### config.mk
export PLATFORM = sky130hd
export DESIGN_NAME = adc_capture_ctrl_flat
export DESIGN_NICKNAME = d
export VERILOG_FILES = /design/src/rtl/adc_readout_pkg.sv /design/src/rtl/adc_capture_ctrl_if.sv /design/src/rtl/adc_level_trig.sv /design/src/rtl/adc_capture_ctrl.sv /design/src/flat_wrapper.sv
export SDC_FILE = /design/constraint.sdc
export NUM_CORES = 1
export LEC_CHECK = 0
export BUFFER_PORTS_ARGS = -buffer_cell sky130_fd_sc_hd__buf_2
export CAP_MARGIN = 20
export CORE_UTILIZATION = 61
export CTS_CLUSTER_SIZE = 20
export DETAILED_ROUTE_END_ITERATION = 10
export PLACE_DENSITY = 0.89
export SYNTH_ARGS = -nofsm -noshare
export SYNTH_HDL_FRONTEND = slang
export SYNTH_SLANG_ARGS = --single-unit
### constraint.sdc
create_clock -name clock -period 4.9 [get_ports clock]
set_clock_uncertainty 0.05 [all_clocks]
set_input_delay 0.98 -clock clock [delete_from_list [all_inputs] [get_ports clock]]
set_output_delay 0.98 -clock clock [all_outputs]
set_load 0.05 [all_outputs]
### src/rtl/adc_readout_pkg.sv
// Shared types and default geometry for the ADC capture/readout path.
package adc_readout_pkg;

  localparam int unsigned ADC_DATA_WIDTH  = 12;
  localparam int unsigned ADC_BUFFER_SIZE = 4096;
  localparam int unsigned ADC_ADDR_WIDTH  = 12;

  typedef enum logic [2:0] {
    IDLE,
    PRETRIG,
    ARMED,
    POSTTRIG,
    DONE
  } capture_state_t;

endpackage

### src/rtl/adc_capture_ctrl_if.sv
// Sample stream in, buffer write port out: the capture controller's data path.
interface adc_capture_ctrl_if
  import adc_readout_pkg::*;
#(
  parameter int unsigned DATA_WIDTH = ADC_DATA_WIDTH,
  parameter int unsigned ADDR_WIDTH = ADC_ADDR_WIDTH
);

  logic                  sample_valid;
  logic [DATA_WIDTH-1:0] sample_data;
  logic                  trigger;
  logic                  write_en;
  logic [ADDR_WIDTH-1:0] write_addr;
  logic [DATA_WIDTH-1:0] data_in;

  // ADC front end / observer of the buffer write port
  modport master (
    output sample_valid, sample_data, trigger,
    input  write_en, write_addr, data_in
  );

  // capture controller
  modport slave (
    input  sample_valid, sample_data, trigger,
    output write_en, write_addr, data_in
  );

endinterface

### src/rtl/adc_level_trig.sv
// Rising level-crossing detector; exists only when ADC_CAPTURE_LEVEL_TRIG_EN is defined.
`ifdef ADC_CAPTURE_LEVEL_TRIG_EN
module adc_level_trig
  import adc_readout_pkg::*;
#(
  parameter int unsigned DATA_WIDTH = ADC_DATA_WIDTH
) (
  input  logic                  clock,
  input  logic                  reset_n,
  input  logic                  restart,
  input  logic                  sample_valid,
  input  logic [DATA_WIDTH-1:0] sample_data,
  input  logic [DATA_WIDTH-1:0] trig_level,
  output logic                  level_hit_c
);

  logic [DATA_WIDTH-1:0] prev_sample;
  logic                  prev_ok;

  // prev_ok blocks a crossing on the first valid sample after a restart
  always_ff @(posedge clock or negedge reset_n) begin
    if (!reset_n) begin
      prev_sample <= '0;
      prev_ok     <= 1'b0;
    end else if (restart) begin
      prev_ok     <= 1'b0;
    end else if (sample_valid) begin
      prev_sample <= sample_data;
      prev_ok     <= 1'b1;
    end
  end

  assign level_hit_c = sample_valid && prev_ok &&
                       (prev_sample < trig_level) && (sample_data >= trig_level);

endmodule
`endif

### src/rtl/adc_capture_ctrl.sv
// Pre/post-trigger ring-buffer write controller for adc_buffer.
// Optional level-crossing trigger: define ADC_CAPTURE_LEVEL_TRIG_EN.
module adc_capture_ctrl
  import adc_readout_pkg::*;
#(
  parameter int unsigned DATA_WIDTH   = ADC_DATA_WIDTH,
  parameter int unsigned BUFFER_SIZE  = ADC_BUFFER_SIZE,
  parameter int unsigned ADDR_WIDTH   = ADC_ADDR_WIDTH,
  parameter int unsigned PRE_SAMPLES  = 1024,
  parameter int unsigned POST_SAMPLES = 3072
) (
  input  logic                  clock,
  input  logic                  reset_n,
  input  logic                  arm,
  input  logic                  abort,
`ifdef ADC_CAPTURE_LEVEL_TRIG_EN
  input  logic [DATA_WIDTH-1:0] trig_level,
`endif
  adc_capture_ctrl_if.slave     bus,
  output logic                  busy,
  output logic                  done,
  output logic [ADDR_WIDTH-1:0] trig_addr,
  output logic [ADDR_WIDTH-1:0] start_addr
);

  localparam int unsigned CNT_W = ADDR_WIDTH + 1;

  if (PRE_SAMPLES < 1 || POST_SAMPLES < 1 ||
      PRE_SAMPLES + POST_SAMPLES > BUFFER_SIZE ||
      (32'(1) << ADDR_WIDTH) != BUFFER_SIZE) begin : g_param_err
    $error("adc_capture_ctrl: invalid PRE/POST/BUFFER_SIZE/ADDR_WIDTH combination");
  end

  capture_state_t        state;
  logic [ADDR_WIDTH-1:0] wr_ptr;
  logic [CNT_W-1:0]      pre_cnt;
  logic [CNT_W-1:0]      post_cnt;
  logic                  trig_hit_c;
  logic                  wr_accept_c;

`ifdef ADC_CAPTURE_LEVEL_TRIG_EN
  logic level_hit_c;

  adc_level_trig #(
    .DATA_WIDTH (DATA_WIDTH)
  ) u_level_trig (
    .clock        (clock),
    .reset_n      (reset_n),
    .restart      (arm | abort),
    .sample_valid (bus.sample_valid),
    .sample_data  (bus.sample_data),
    .trig_level   (trig_level),
    .level_hit_c  (level_hit_c)
  );

  assign trig_hit_c = bus.trigger | level_hit_c;
`else
  assign trig_hit_c = bus.trigger;
`endif

  // Samples are written only while capturing and never in an arm/abort cycle
  assign wr_accept_c = bus.sample_valid && !arm && !abort &&
                       (state == PRETRIG || state == ARMED || state == POSTTRIG);

  always_ff @(posedge clock or negedge reset_n) begin
    if (!reset_n) begin
      state          <= IDLE;
      wr_ptr         <= '0;
      pre_cnt        <= '0;
      post_cnt       <= '0;
      bus.write_en   <= 1'b0;
      bus.write_addr <= '0;
      bus.data_in    <= '0;
      busy           <= 1'b0;
      done           <= 1'b0;
      trig_addr      <= '0;
      start_addr     <= '0;
    end else begin
      bus.write_en <= 1'b0;
      if (wr_accept_c) begin
        bus.write_en   <= 1'b1;
        bus.write_addr <= wr_ptr;
        bus.data_in    <= bus.sample_data;
        wr_ptr         <= wr_ptr + ADDR_WIDTH'(1);
      end

      if (abort) begin
        state <= IDLE;
        busy  <= 1'b0;
        done  <= 1'b0;
      end else if (arm) begin
        state    <= PRETRIG;
        wr_ptr   <= '0;
        pre_cnt  <= '0;
        post_cnt <= '0;
        busy     <= 1'b1;
        done     <= 1'b0;
      end else begin
        unique case (state)
          PRETRIG: begin
            if (bus.sample_valid) begin
              pre_cnt <= pre_cnt + CNT_W'(1);
              if (pre_cnt + CNT_W'(1) == CNT_W'(PRE_SAMPLES)) state <= ARMED;
            end
          end
          ARMED: begin
            if (bus.sample_valid && trig_hit_c) begin
              trig_addr  <= wr_ptr;
              start_addr <= wr_ptr - ADDR_WIDTH'(PRE_SAMPLES);
              post_cnt   <= CNT_W'(1);
              if (POST_SAMPLES == 1) begin
                state <= DONE;
                busy  <= 1'b0;
                done  <= 1'b1;
              end else begin
                state <= POSTTRIG;
              end
            end
          end
          POSTTRIG: begin
            if (bus.sample_valid) begin
              post_cnt <= post_cnt + CNT_W'(1);
              if (post_cnt + CNT_W'(1) == CNT_W'(POST_SAMPLES)) begin
                state <= DONE;
                busy  <= 1'b0;
                done  <= 1'b1;
              end
            end
          end
          default: ;
        endcase
      end
    end
  end

endmodule

### src/flat_wrapper.sv
// flat-port wrapper written by rule: the top's interface ports become plain ports
module adc_capture_ctrl_flat import adc_readout_pkg::*;
#(
  parameter int unsigned DATA_WIDTH   = ADC_DATA_WIDTH,
  parameter int unsigned BUFFER_SIZE  = ADC_BUFFER_SIZE,
  parameter int unsigned ADDR_WIDTH   = ADC_ADDR_WIDTH,
  parameter int unsigned PRE_SAMPLES  = 1024,
  parameter int unsigned POST_SAMPLES = 3072
)
  (clock, reset_n, arm, abort, busy, done, trig_addr, start_addr, bus_sample_valid, bus_sample_data, bus_trigger, bus_write_en, bus_write_addr, bus_data_in);
  adc_capture_ctrl_if #(.DATA_WIDTH(DATA_WIDTH), .ADDR_WIDTH(ADDR_WIDTH)) bus_i ();
  input  logic clock;
  input  logic reset_n;
  input  logic arm;
  input  logic abort;
  output logic busy;
  output logic done;
  output logic [ADDR_WIDTH-1:0] trig_addr;
  output logic [ADDR_WIDTH-1:0] start_addr;
  input wire logic [$bits(bus_i.sample_valid)-1:0] bus_sample_valid;
  input wire logic [$bits(bus_i.sample_data)-1:0] bus_sample_data;
  input wire logic [$bits(bus_i.trigger)-1:0] bus_trigger;
  output wire logic [$bits(bus_i.write_en)-1:0] bus_write_en;
  output wire logic [$bits(bus_i.write_addr)-1:0] bus_write_addr;
  output wire logic [$bits(bus_i.data_in)-1:0] bus_data_in;
  assign bus_i.sample_valid = bus_sample_valid;
  assign bus_i.sample_data = bus_sample_data;
  assign bus_i.trigger = bus_trigger;
  assign bus_write_en = bus_i.write_en;
  assign bus_write_addr = bus_i.write_addr;
  assign bus_data_in = bus_i.data_in;
  adc_capture_ctrl #(.DATA_WIDTH(DATA_WIDTH), .BUFFER_SIZE(BUFFER_SIZE), .ADDR_WIDTH(ADDR_WIDTH), .PRE_SAMPLES(PRE_SAMPLES), .POST_SAMPLES(POST_SAMPLES)) u_core (.clock(clock), .reset_n(reset_n), .arm(arm), .abort(abort), .bus(bus_i), .busy(busy), .done(done), .trig_addr(trig_addr), .start_addr(start_addr));
endmodule
### Word-level counts from Yosys, hierarchy flattened

Cells that the tools add are included.

| storage, ports and cells | value |
|---|---|
| bits in registers | 92 |
| output and inout bits | 51 |
| word-level logic and storage cells | 78 |

| cells by class | value |
|---|---|
| add/sub/neg operators | 4 |
| equality and inequality tests | 12 |
| multiplexer cells | 29 |
| bitwise logic cells | 2 |
| reductions and logical operators | 20 |

Operators with widths:

| operator | count |
|---|---|
| two-way mux 13 bit | 6 |
| two-way mux 12 bit | 3 |
| adder 13 x 1 -> 13 bit (second input constant) | 2 |
| case mux 13 bit (2 select lines) | 1 |
| two-way mux 3 bit | 7 |
| != test 4 bit (second input constant) | 5 |
| == test 13 x 11 -> 1 bit (second input constant) | 1 |
| == test 13 x 12 -> 1 bit (second input constant) | 1 |
| adder 12 x 1 -> 12 bit (second input constant) | 1 |
| nonzero test 3 bit | 4 |
| subtractor 12 x 11 -> 12 bit (second input constant) | 1 |
| two-way mux 1 bit | 11 |
| case mux 3 bit (3 select lines) | 1 |
| AND reduction 4 bit | 2 |
| == test 3 x 2 -> 1 bit (second input constant) | 2 |
| != test 3 bit (second input constant) | 2 |
| AND reduction 3 bit | 2 |
| AND reduction 6 bit | 1 |
| nonzero test 5 bit | 1 |
| logical AND 1 bit | 4 |
| nonzero test 2 bit | 2 |
| == test 3 x 1 -> 1 bit (second input constant) | 1 |
| logical NOT 1 bit | 2 |
| logical OR 1 bit | 2 |
| inverter 1 bit | 2 |

### Longest topological paths before layout

Gate-level depths: netlist of run 1.

| logic depth | value |
|---|---|
| depth after elaboration | 7 |
| depth in mapped cells | 9 |

### Worst setup path after synthesis of run 1

OpenSTA, ideal clock, no wires.

| timing | value |
|---|---|
| path kind | in2reg |
| from | in abort |
| to | reg u_core.bus.data_in[10] |
| setup time | 0.125 ns |
| arrival time | 2.232 ns |
| setup slack | 2.493 ns |
| stages | 5 |
| path buffers | 2 |
| cell sequence | nand2b_1 > nor4_2 > buf_2 > buf_2 > mux2_2 |

| between the ends | value |
|---|---|
| word-level cells in the longest chain between the ends | 3 |

RTL lines:

| item | RTL line | text |
|---|---|---|
| start, declared | flat_wrapper.sv:15 | `input logic abort;` |
| logical NOT 1 bit | adc_capture_ctrl.sv:62 | `assign wr_accept_c = bus.sample_valid && !arm && !abort &&` |
| logical AND 1 bit (2 in series) | adc_capture_ctrl.sv:62 |  |
| net u_core.wr_accept_c | adc_capture_ctrl.sv:39 | `logic wr_accept_c;` |
| end signal, assigned | adc_capture_ctrl.sv:83 | `bus.data_in <= bus.sample_data;` |
| end, declared | adc_capture_ctrl_if.sv:25 | `output write_en, write_addr, data_in` |

The timed path passes the listed nets, and every way through them passes these cells.
A chain may end at the register's enable or synchronous reset.

### Final worst setup path of run 1

| timing | value |
|---|---|
| from | in abort |
| to | reg u_core.wr_ptr[5] |

| between the ends | value |
|---|---|
| word-level cells in the longest chain between the ends | 6 |

RTL lines:

| item | RTL line | text |
|---|---|---|
| logical NOT 1 bit | adc_capture_ctrl.sv:62 |  |
| logical AND 1 bit (2 in series) | adc_capture_ctrl.sv:62 |  |
| two-way mux 12 bit | adc_capture_ctrl.sv:80 | `if (wr_accept_c) begin` |
| two-way mux 12 bit | adc_capture_ctrl.sv:91 | `end else if (arm) begin` |
| two-way mux 12 bit * | adc_capture_ctrl.sv:87 | `if (abort) begin` |
| end signal, assigned | adc_capture_ctrl.sv:84 | `wr_ptr <= wr_ptr + ADDR_WIDTH'(1);` |
| end, declared | adc_capture_ctrl.sv:35 | `logic [ADDR_WIDTH-1:0] wr_ptr;` |

Every way passes the cells marked *; elsewhere a longest branch is shown, timed or not.

==> summary.md, run 1 <==
| Metric | Value |
|---|---|
| Arrival time of data at the critical path endpoint | `3.11 ns` |
| Layout net count | `477` |
| Critical path launch point type | `primary input` |
| Total via count after detailed routing | `3,309` |
| Initial standard-cell utilization of the core | `0.647` |
| Antenna violations before repair | `0` |
| Worst-path cell with the longest stage delay | `sky130_fd_sc_hd__nor4_4` |
| Slew headroom | `0.271` |
| Number of unique standard cell types used by synthesis | `57` |
| Final WL | `8950 microns` |
| Bufs and invs on worst path | `2` |
| TritonCTS clock tree | `built` |
| Post-CTS Hold Buffers | `0` |
| Fin crit period | `2.96 ns` |
| Final Max Tran Viols | `0` |
| Number of placement rows | `29` |
| Hold Vio Cnt, Final | `0` |
| Static leakage | `2.27 nW` |
| Worst path required time | `5.06 ns` |
| Ordered cell list for the critical path | `buf_2 > nand2b_1 > nor4_4 > buf_4 > and3_1 > nand3_1 > xor2_1 > nor2_1` |
| Most numerous cell types in the synthesized netlist | `sky130_fd_sc_hd__dfrtp_1, sky130_fd_sc_hd__nor2_1, sky130_fd_sc_hd__mux2_2` |
| Setup TNS | `0 ns` |
| Multi-input combinational cell area | `0.00196 sq mm` |
| DRC | `0` |
| Ranking of synthesized cells by area | `sky130_fd_sc_hd__dfrtp_1, sky130_fd_sc_hd__mux2_2, sky130_fd_sc_hd__o21ai_0` |
| Number of global-route vias before repair | `3,116` |
| Netlist Area Pre-Place | `0.00423 sq mm` |
| Post-synthesis area per instance | `10.5 sq um` |
| Boundary pin count | `69` |
| Category of the critical setup timing path | `primary input to flip-flop` |
| Worst path top cell family by delay | `simple AND/OR/NAND/NOR gates` |
| CTS sink count | `82` |
| Worst hold path class | `primary input to async pin` |
| DR iter-0 viols | `174` |
| Launch point of the worst reg-to-reg path | `u_core.state[2]` |
| Ratio of total power to cell area | `295 mW/mm^2` |
| Detail Route Antenna Nets | `0` |
| Type of destination of the critical path | `flip-flop` |
| Primary flip-flop cell chosen by synthesis mapping | `sky130_fd_sc_hd__dfrtp_1` |
| Die extent in x | `85.3 microns` |
| Worst reg-to-reg path cell count | `6` |
| Most used standard cell by instance count after synthesis | `sky130_fd_sc_hd__dfrtp_1` |
| Global-route wire length before repair | `15,000 microns` |
| Placeable Area | `0.00653 sq mm` |
| Depth of the CTS H-tree | `3` |
| Synth Net Count | `426` |
| Largest voltage drop on the vdd net | `0.266 mV` |
| Buffers from clock root to sink, at most | `2` |
| Largest net degree at the start of global routing | `83` |
| Clock input transition at the sequential cells of the worst setup and hold paths | `0.09 ns` |
| Count of endpoints failing setup in the final report | `0` |
| GR Util All Layers | `0.264` |
| Final Wtd Congestion | `0.879` |
| Share of Yosys cell area claimed by the top area cell type | `0.485` |
| Cells resized by post-CTS repair | `0` |
| Synthesis-to-finish area growth | `11.4%` |
| Ratio of cells with drive above 1 in the final layout | `0.294` |
| Unrepaired setup endpoints after global routing | `false` |
| EDFF count, synth | `0` |
| Mean routed wirelength per cell | `16.7 microns` |
| Slew at the pin closest to its max-slew limit | `1.09 ns` |
| Reg area | `0.00205 sq mm` |
| Post-CTS Setup Inserts | `0` |
| Max Fanout on Critical Path | `16` |
| Reg-to-reg critical path endpoint | `u_core.wr_ptr[5]` |
| Max Fclk | `338 MHz` |
| WHS | `0.416 ns` |
| Outcome | `finished, final reports clean` |
| Final period utilization | `0.604` |
| Pre-antenna DRT Iters | `5` |
| Die Y-Extent | `85.3 microns` |
| Portion of the post-synthesis area used by sequential elements | `0.485` |
| Cell taking the most area after synthesis | `sky130_fd_sc_hd__dfrtp_1` |
| Clock insertion delay at the later pin of the skew report | `0.36 ns` |
| Cell at the root of the clock tree | `sky130_fd_sc_hd__clkbuf_8` |
| Total of warnings raised by yosys | `0` |
| Number of buffers added by the clock tree synthesis step | `9` |
| Post-DR vias/cell | `6.17` |
| Total of buffers placed on input and output ports | `68` |
| Remaining global-route overflow | `0` |
| Synth async-reset ratio | `1.00` |
| DPL Wire Length | `6030 microns` |
| Synthesized flop and latch total | `82` |
| Slowest Stage Delay on Critical Path | `0.85 ns` |
| Area of the die | `0.00727 sq mm` |
| Filler cell count | `467` |
| Cells after Synth | `403` |
| Max_cap viols | `0` |
| Number of diodes added for antenna fixing | `0` |
| Worst reg2reg setup slack | `2.36 ns` |
-- flip-flops by register name (all words and copies together), names as in the netlist --
register,cells
u_core.bus.data_in,12
u_core.bus.write_addr,12
u_core.bus.write_en,1
u_core.busy,1
u_core.done,1
u_core.post_cnt,13
u_core.pre_cnt,13
u_core.start_addr,2
u_core.state,3
u_core.trig_addr,12
u_core.wr_ptr,12
-- power breakdown --
part / leakage, nW / switching [mW] / internal, mW
logic: 1.05 / 0.149 / 0.0529
registers: 1.12 / 0.0186 / 0.706
clock network: 0.0925 / 0.271 / 0.193
total: 2.27 / 0.438 / 0.951
-- layer usage --
layer / track usage / share of wire
met1: 0.362 / 0.42
met2: 0.422 / 0.50
met3: 0.0516 / 0.061
met4: 0.0985 / 0.017
met5: 0 / 0
-- cells in the final DEF (no fill, tap or decap), types with 9 or more instances in the layout --
cell	n
sky130_fd_sc_hd__a21oi_1	14
sky130_fd_sc_hd__o31ai_1	10
sky130_fd_sc_hd__nand3_1	15
sky130_fd_sc_hd__dfrtp_1	82
sky130_fd_sc_hd__mux2_2	36
sky130_fd_sc_hd__buf_2	67
sky130_fd_sc_hd__nor2_1	39
sky130_fd_sc_hd__nand4_1	9
sky130_fd_sc_hd__nand2_1	26
sky130_fd_sc_hd__clkbuf_8	9
sky130_fd_sc_hd__o21ai_0	31
sky130_fd_sc_hd__xor2_1	9
-- cells by family (layout without fill, tap and decap cells) --
kind of cell / Yosys count / count (layout) / synth area share
simple gates: 138 / 138 / 0.175
compound gates: 86 / 86 / 0.141
flops: 82 / 82 / 0.485
buf+inv: 39 / 95 / 0.0527
mux: 38 / 38 / 0.101
xor+xnor: 15 / 15 / 0.0311
fa+ha+maj: 5 / 5 / 0.0148
-- worst max path at each step --
stage | from | end | slack (ns) | depth (start not counted)
3_5_place_dp | abort | u_core.wr_ptr[5] | 1.59 | 8
5_1_grt | abort | u_core.wr_ptr[5] | 1.80 | 8
6_report | abort | u_core.wr_ptr[5] | 1.94 | 8
4_1_cts | abort | u_core.wr_ptr[5] | 1.98 | 8
3_3_place_gp | abort | u_core.wr_ptr[5] | 1.67 | 8
2_1_floorplan | abort | u_core.bus.data_in[10] | 2.49 | 5
-- area by class of cell --
type                            count  area share
Sequential cell                    82       0.436
Multi-Input combinational cell    282       0.417
Timing Repair Buffer               71      0.0818
Clock buffer                        9      0.0263
Tap cell                           77      0.0205
Clock inverter                      7      0.0125
Inverter                            8     0.00638
-- through the flow --
stage               utilization  setup WS (ns)  power (mW)  area, sq um  cells
finish                    0.721           1.94        1.39         4710    536
detailed placement        0.689           1.59       0.938         4500    519
global route              0.721           1.80        1.44         4710    536
global placement          0.689           1.67       0.931         4500    519
floorplan                     -           2.49       0.875         4230    403
CTS                       0.717           1.98        1.39         4680    535
No activity file was read; power rests on OpenSTA's default activity.
==> run 2: changes to the inputs <==
Settings changed: ABC_AREA set to 1, CORE_UTILIZATION 61 to 56, PLACE_DENSITY 0.89 to 0.84.
Clock period 4.9 ns to 3.1 ns, I/O delays scaled along.
==> run 2 against run 1 <==
  * Synthesized cell count up 27%
  * Worst hold slack worse by 0.38 ns
  * First-iteration DRC count up 48%
  * Sequential power up 73%
  * Highest routed layer unchanged
==> summary.md, run 2 <==
| Metric | Value |
|---|---|
| Number of diodes added for antenna fixing | `0` |
| Antenna violations before repair | `0` |
| Final Wtd Congestion | `0.892` |
| Pre-antenna DRT Iters | `5` |
| Max Fanout on Critical Path | `24` |
| Largest net degree at the start of global routing | `83` |
| Most common cell after layout, fill and taps aside | `sky130_fd_sc_hd__nand2_1` |
| Number of placement rows | `30` |
| Initial standard-cell utilization of the core | `0.590` |
| Largest regs | `u_core.post_cnt (13), u_core.pre_cnt (13)` |
| Number of unique standard cell types used by synthesis | `33` |
| Critical path launch point type | `flip-flop` |
| DRC | `0` |
| Netlist Area Pre-Place | `0.00407 sq mm` |
| Worst-path cell with the longest stage delay | `sky130_fd_sc_hd__inv_1` |
| Max_cap viols | `0` |
| CTS sink count | `82` |
| Most used standard cell by instance count after synthesis | `sky130_fd_sc_hd__nand2_1` |
| Post-CTS Hold Buffers | `0` |
| Slew at the pin closest to its max-slew limit | `0.612 ns` |
| Post-CTS Setup Inserts | `0` |
| Placeable Area | `0.00691 sq mm` |
| Synthesis-to-finish area growth | `15.2%` |
| Clock insertion delay at the later pin of the skew report | `0.35 ns` |
| Post-synthesis area per instance | `7.95 sq um` |
| Count of endpoints failing setup in the final report | `0` |
| Worst hold path class | `primary input to async pin` |
| Static leakage | `2.32 nW` |
| Mean routed wirelength per cell | `13.1 microns` |
| DPL Wire Length | `6350 microns` |
| Die extent in x | `87.3 microns` |
| Global-route wire length before repair | `15,100 microns` |
| Area of the die | `0.00762 sq mm` |
| Ranking of synthesized cells by area | `sky130_fd_sc_hd__dfrtp_1, sky130_fd_sc_hd__nand2_1, sky130_fd_sc_hd__inv_1` |
| Slew headroom | `0.591` |
| Placed cell count | `659` |
| Boundary pin count | `69` |
| Synthesized flop and latch total | `82` |
| Unrepaired setup endpoints after global routing | `false` |
| Ratio of cells with drive above 1 in the final layout | `0.190` |
| Remaining global-route overflow | `0` |
| Ordered cell list for the critical path | `inv_1 > nor3_1 > inv_1 > nor3_1 > inv_1 > nor2_1 > inv_1 > o211ai_1` |
| Number of standard cells in the final layout excluding fillers | `676` |
| Filler cell count | `591` |
| Leading cell types in the layout, fill and taps excluded | `sky130_fd_sc_hd__nand2_1, sky130_fd_sc_hd__dfrtp_1, sky130_fd_sc_hd__buf_2, sky130_fd_sc_hd__inv_1, sky130_fd_sc_hd__nor2_1` |
| Worst reg-to-reg path cell count | `8` |
| Portion of the post-synthesis area used by sequential elements | `0.504` |
| Type of destination of the critical path | `flip-flop` |
| Depth of the CTS H-tree | `3` |
| Most numerous cell types in the synthesized netlist | `sky130_fd_sc_hd__nand2_1, sky130_fd_sc_hd__dfrtp_1, sky130_fd_sc_hd__inv_1` |
| TritonCTS clock tree | `built` |
| Number of global-route vias before repair | `3,394` |
| Final Max Tran Viols | `0` |
| Layout net count | `598` |
| GR Util All Layers | `0.255` |
| Largest voltage drop on the vdd net | `0.371 mV` |
| Share of Yosys cell area claimed by the top area cell type | `0.504` |
| Total of buffers placed on input and output ports | `68` |
| Cells resized by post-CTS repair | `0` |
| Worst reg2reg setup slack | `0.99 ns` |
| Outcome | `finished, final reports clean` |
| Worst path required time | `3.31 ns` |
| Final core utilization | `0.679` |
| Slowest Stage Delay on Critical Path | `0.40 ns` |
| Cells after Synth | `512` |
| Overall power after layout | `2.80 mW` |
| Arrival time of data at the critical path endpoint | `2.32 ns` |
| Ratio of total power to cell area | `597 mW/mm^2` |
| Synth Net Count | `535` |
| Final period utilization | `0.682` |
| Crit path top cell by count | `sky130_fd_sc_hd__inv_1` |
| Buffers from clock root to sink, at most | `2` |
| Primary flip-flop cell chosen by synthesis mapping | `sky130_fd_sc_hd__dfrtp_1` |
| Hold Vio Cnt, Final | `0` |
| Fin crit period | `2.11 ns` |
| EDFF count, synth | `0` |
| Number of buffers added by the clock tree synthesis step | `9` |
| Post-DR vias/cell | `5.15` |
| Cell at the root of the clock tree | `sky130_fd_sc_hd__clkbuf_8` |
| Setup TNS | `0 ns` |
| DR iter-0 viols | `257` |
| Detail Route Antenna Nets | `0` |
| Total via count after detailed routing | `3,479` |
| Synth async-reset ratio | `1.00` |
| Category of the critical setup timing path | `flip-flop to flip-flop` |
| Die Y-Extent | `87.3 microns` |
| Total of warnings raised by yosys | `0` |
| Max Fclk | `473 MHz` |
| Cell taking the most area after synthesis | `sky130_fd_sc_hd__dfrtp_1` |
| Final WL | `8860 microns` |
| Clock input transition at the sequential cells of the worst setup and hold paths | `0.08 ns` |
run 2: logic make-up (layout without fill, tap and decap cells):
logic type               after synthesis  after routing  share of synthesized area
buffers and inverters                 83            151                     0.0869
adder cells (fa/ha/maj)                5              5                     0.0154
AO/OA/AOI/OAI                         74             74                      0.104
flip-flops                            82             82                      0.504
XOR/XNOR                               7              7                     0.0151
AND/OR/NAND/NOR                      261            261                      0.275
run 2: routing by layer:
layer,track usage,wire length (microns),vias up
met3,0.0521,390,15
li1,-,-,1744
met1,0.337,3960,1627
met2,0.418,4360,93
met4,0.0879,150,0
met5,0,0,-
run 2: stage by stage:
stage               instance area [sq um]  setup slack, ns  hold slack [ns]
detailed placement                   4440            0.651            0.411
finish                               4690            0.987           0.0357
global placement                     4440            0.790            0.401
CTS                                  4660            0.958            0.409
global route                         4690            0.759           0.0175
floorplan                            4070             1.24            0.274
run 2: power by group:
part	total, mW	switching (mW)	internal [mW]
combinational	0.710	0.565	0.146
clock	0.847	0.401	0.446
sequential	1.25	0.0684	1.18
run 2: final timing paths:
| kind | startpoint | end |
|---|---|---|
| setup / recovery | u_core.state[1] | u_core.start_addr[11] |
| hold / removal | reset_n | u_core.pre_cnt[1] |
| setup reg to reg | u_core.state[1] | u_core.start_addr[11] |
| hold reg to reg | u_core.bus.data_in[3] | u_core.bus.data_in[3] |
| max in group asynchronous | reset_n | u_core.wr_ptr[7] |
| min in group clock | bus_sample_data[6] | u_core.bus.data_in[6] |
run 2: area by class of cell:
cell class	count	area, sq um	share of cell area
well taps	96	120	0.0256
clock inverters	4	57.6	0.0123
flip-flops and latches	82	2050	0.437
multi-input cells	347	1670	0.355
repair buffers	72	393	0.0838
inverters	63	236	0.0504
clock buffers	12	165	0.0352
run 2: critical path, delay by kind of cell, from the launching register on:
family | cells | cell delay [ns]
flops | 1 | 0.39
simple gates | 3 | 0.74
buf+inv | 4 | 0.67
compound gates | 1 | 0.17
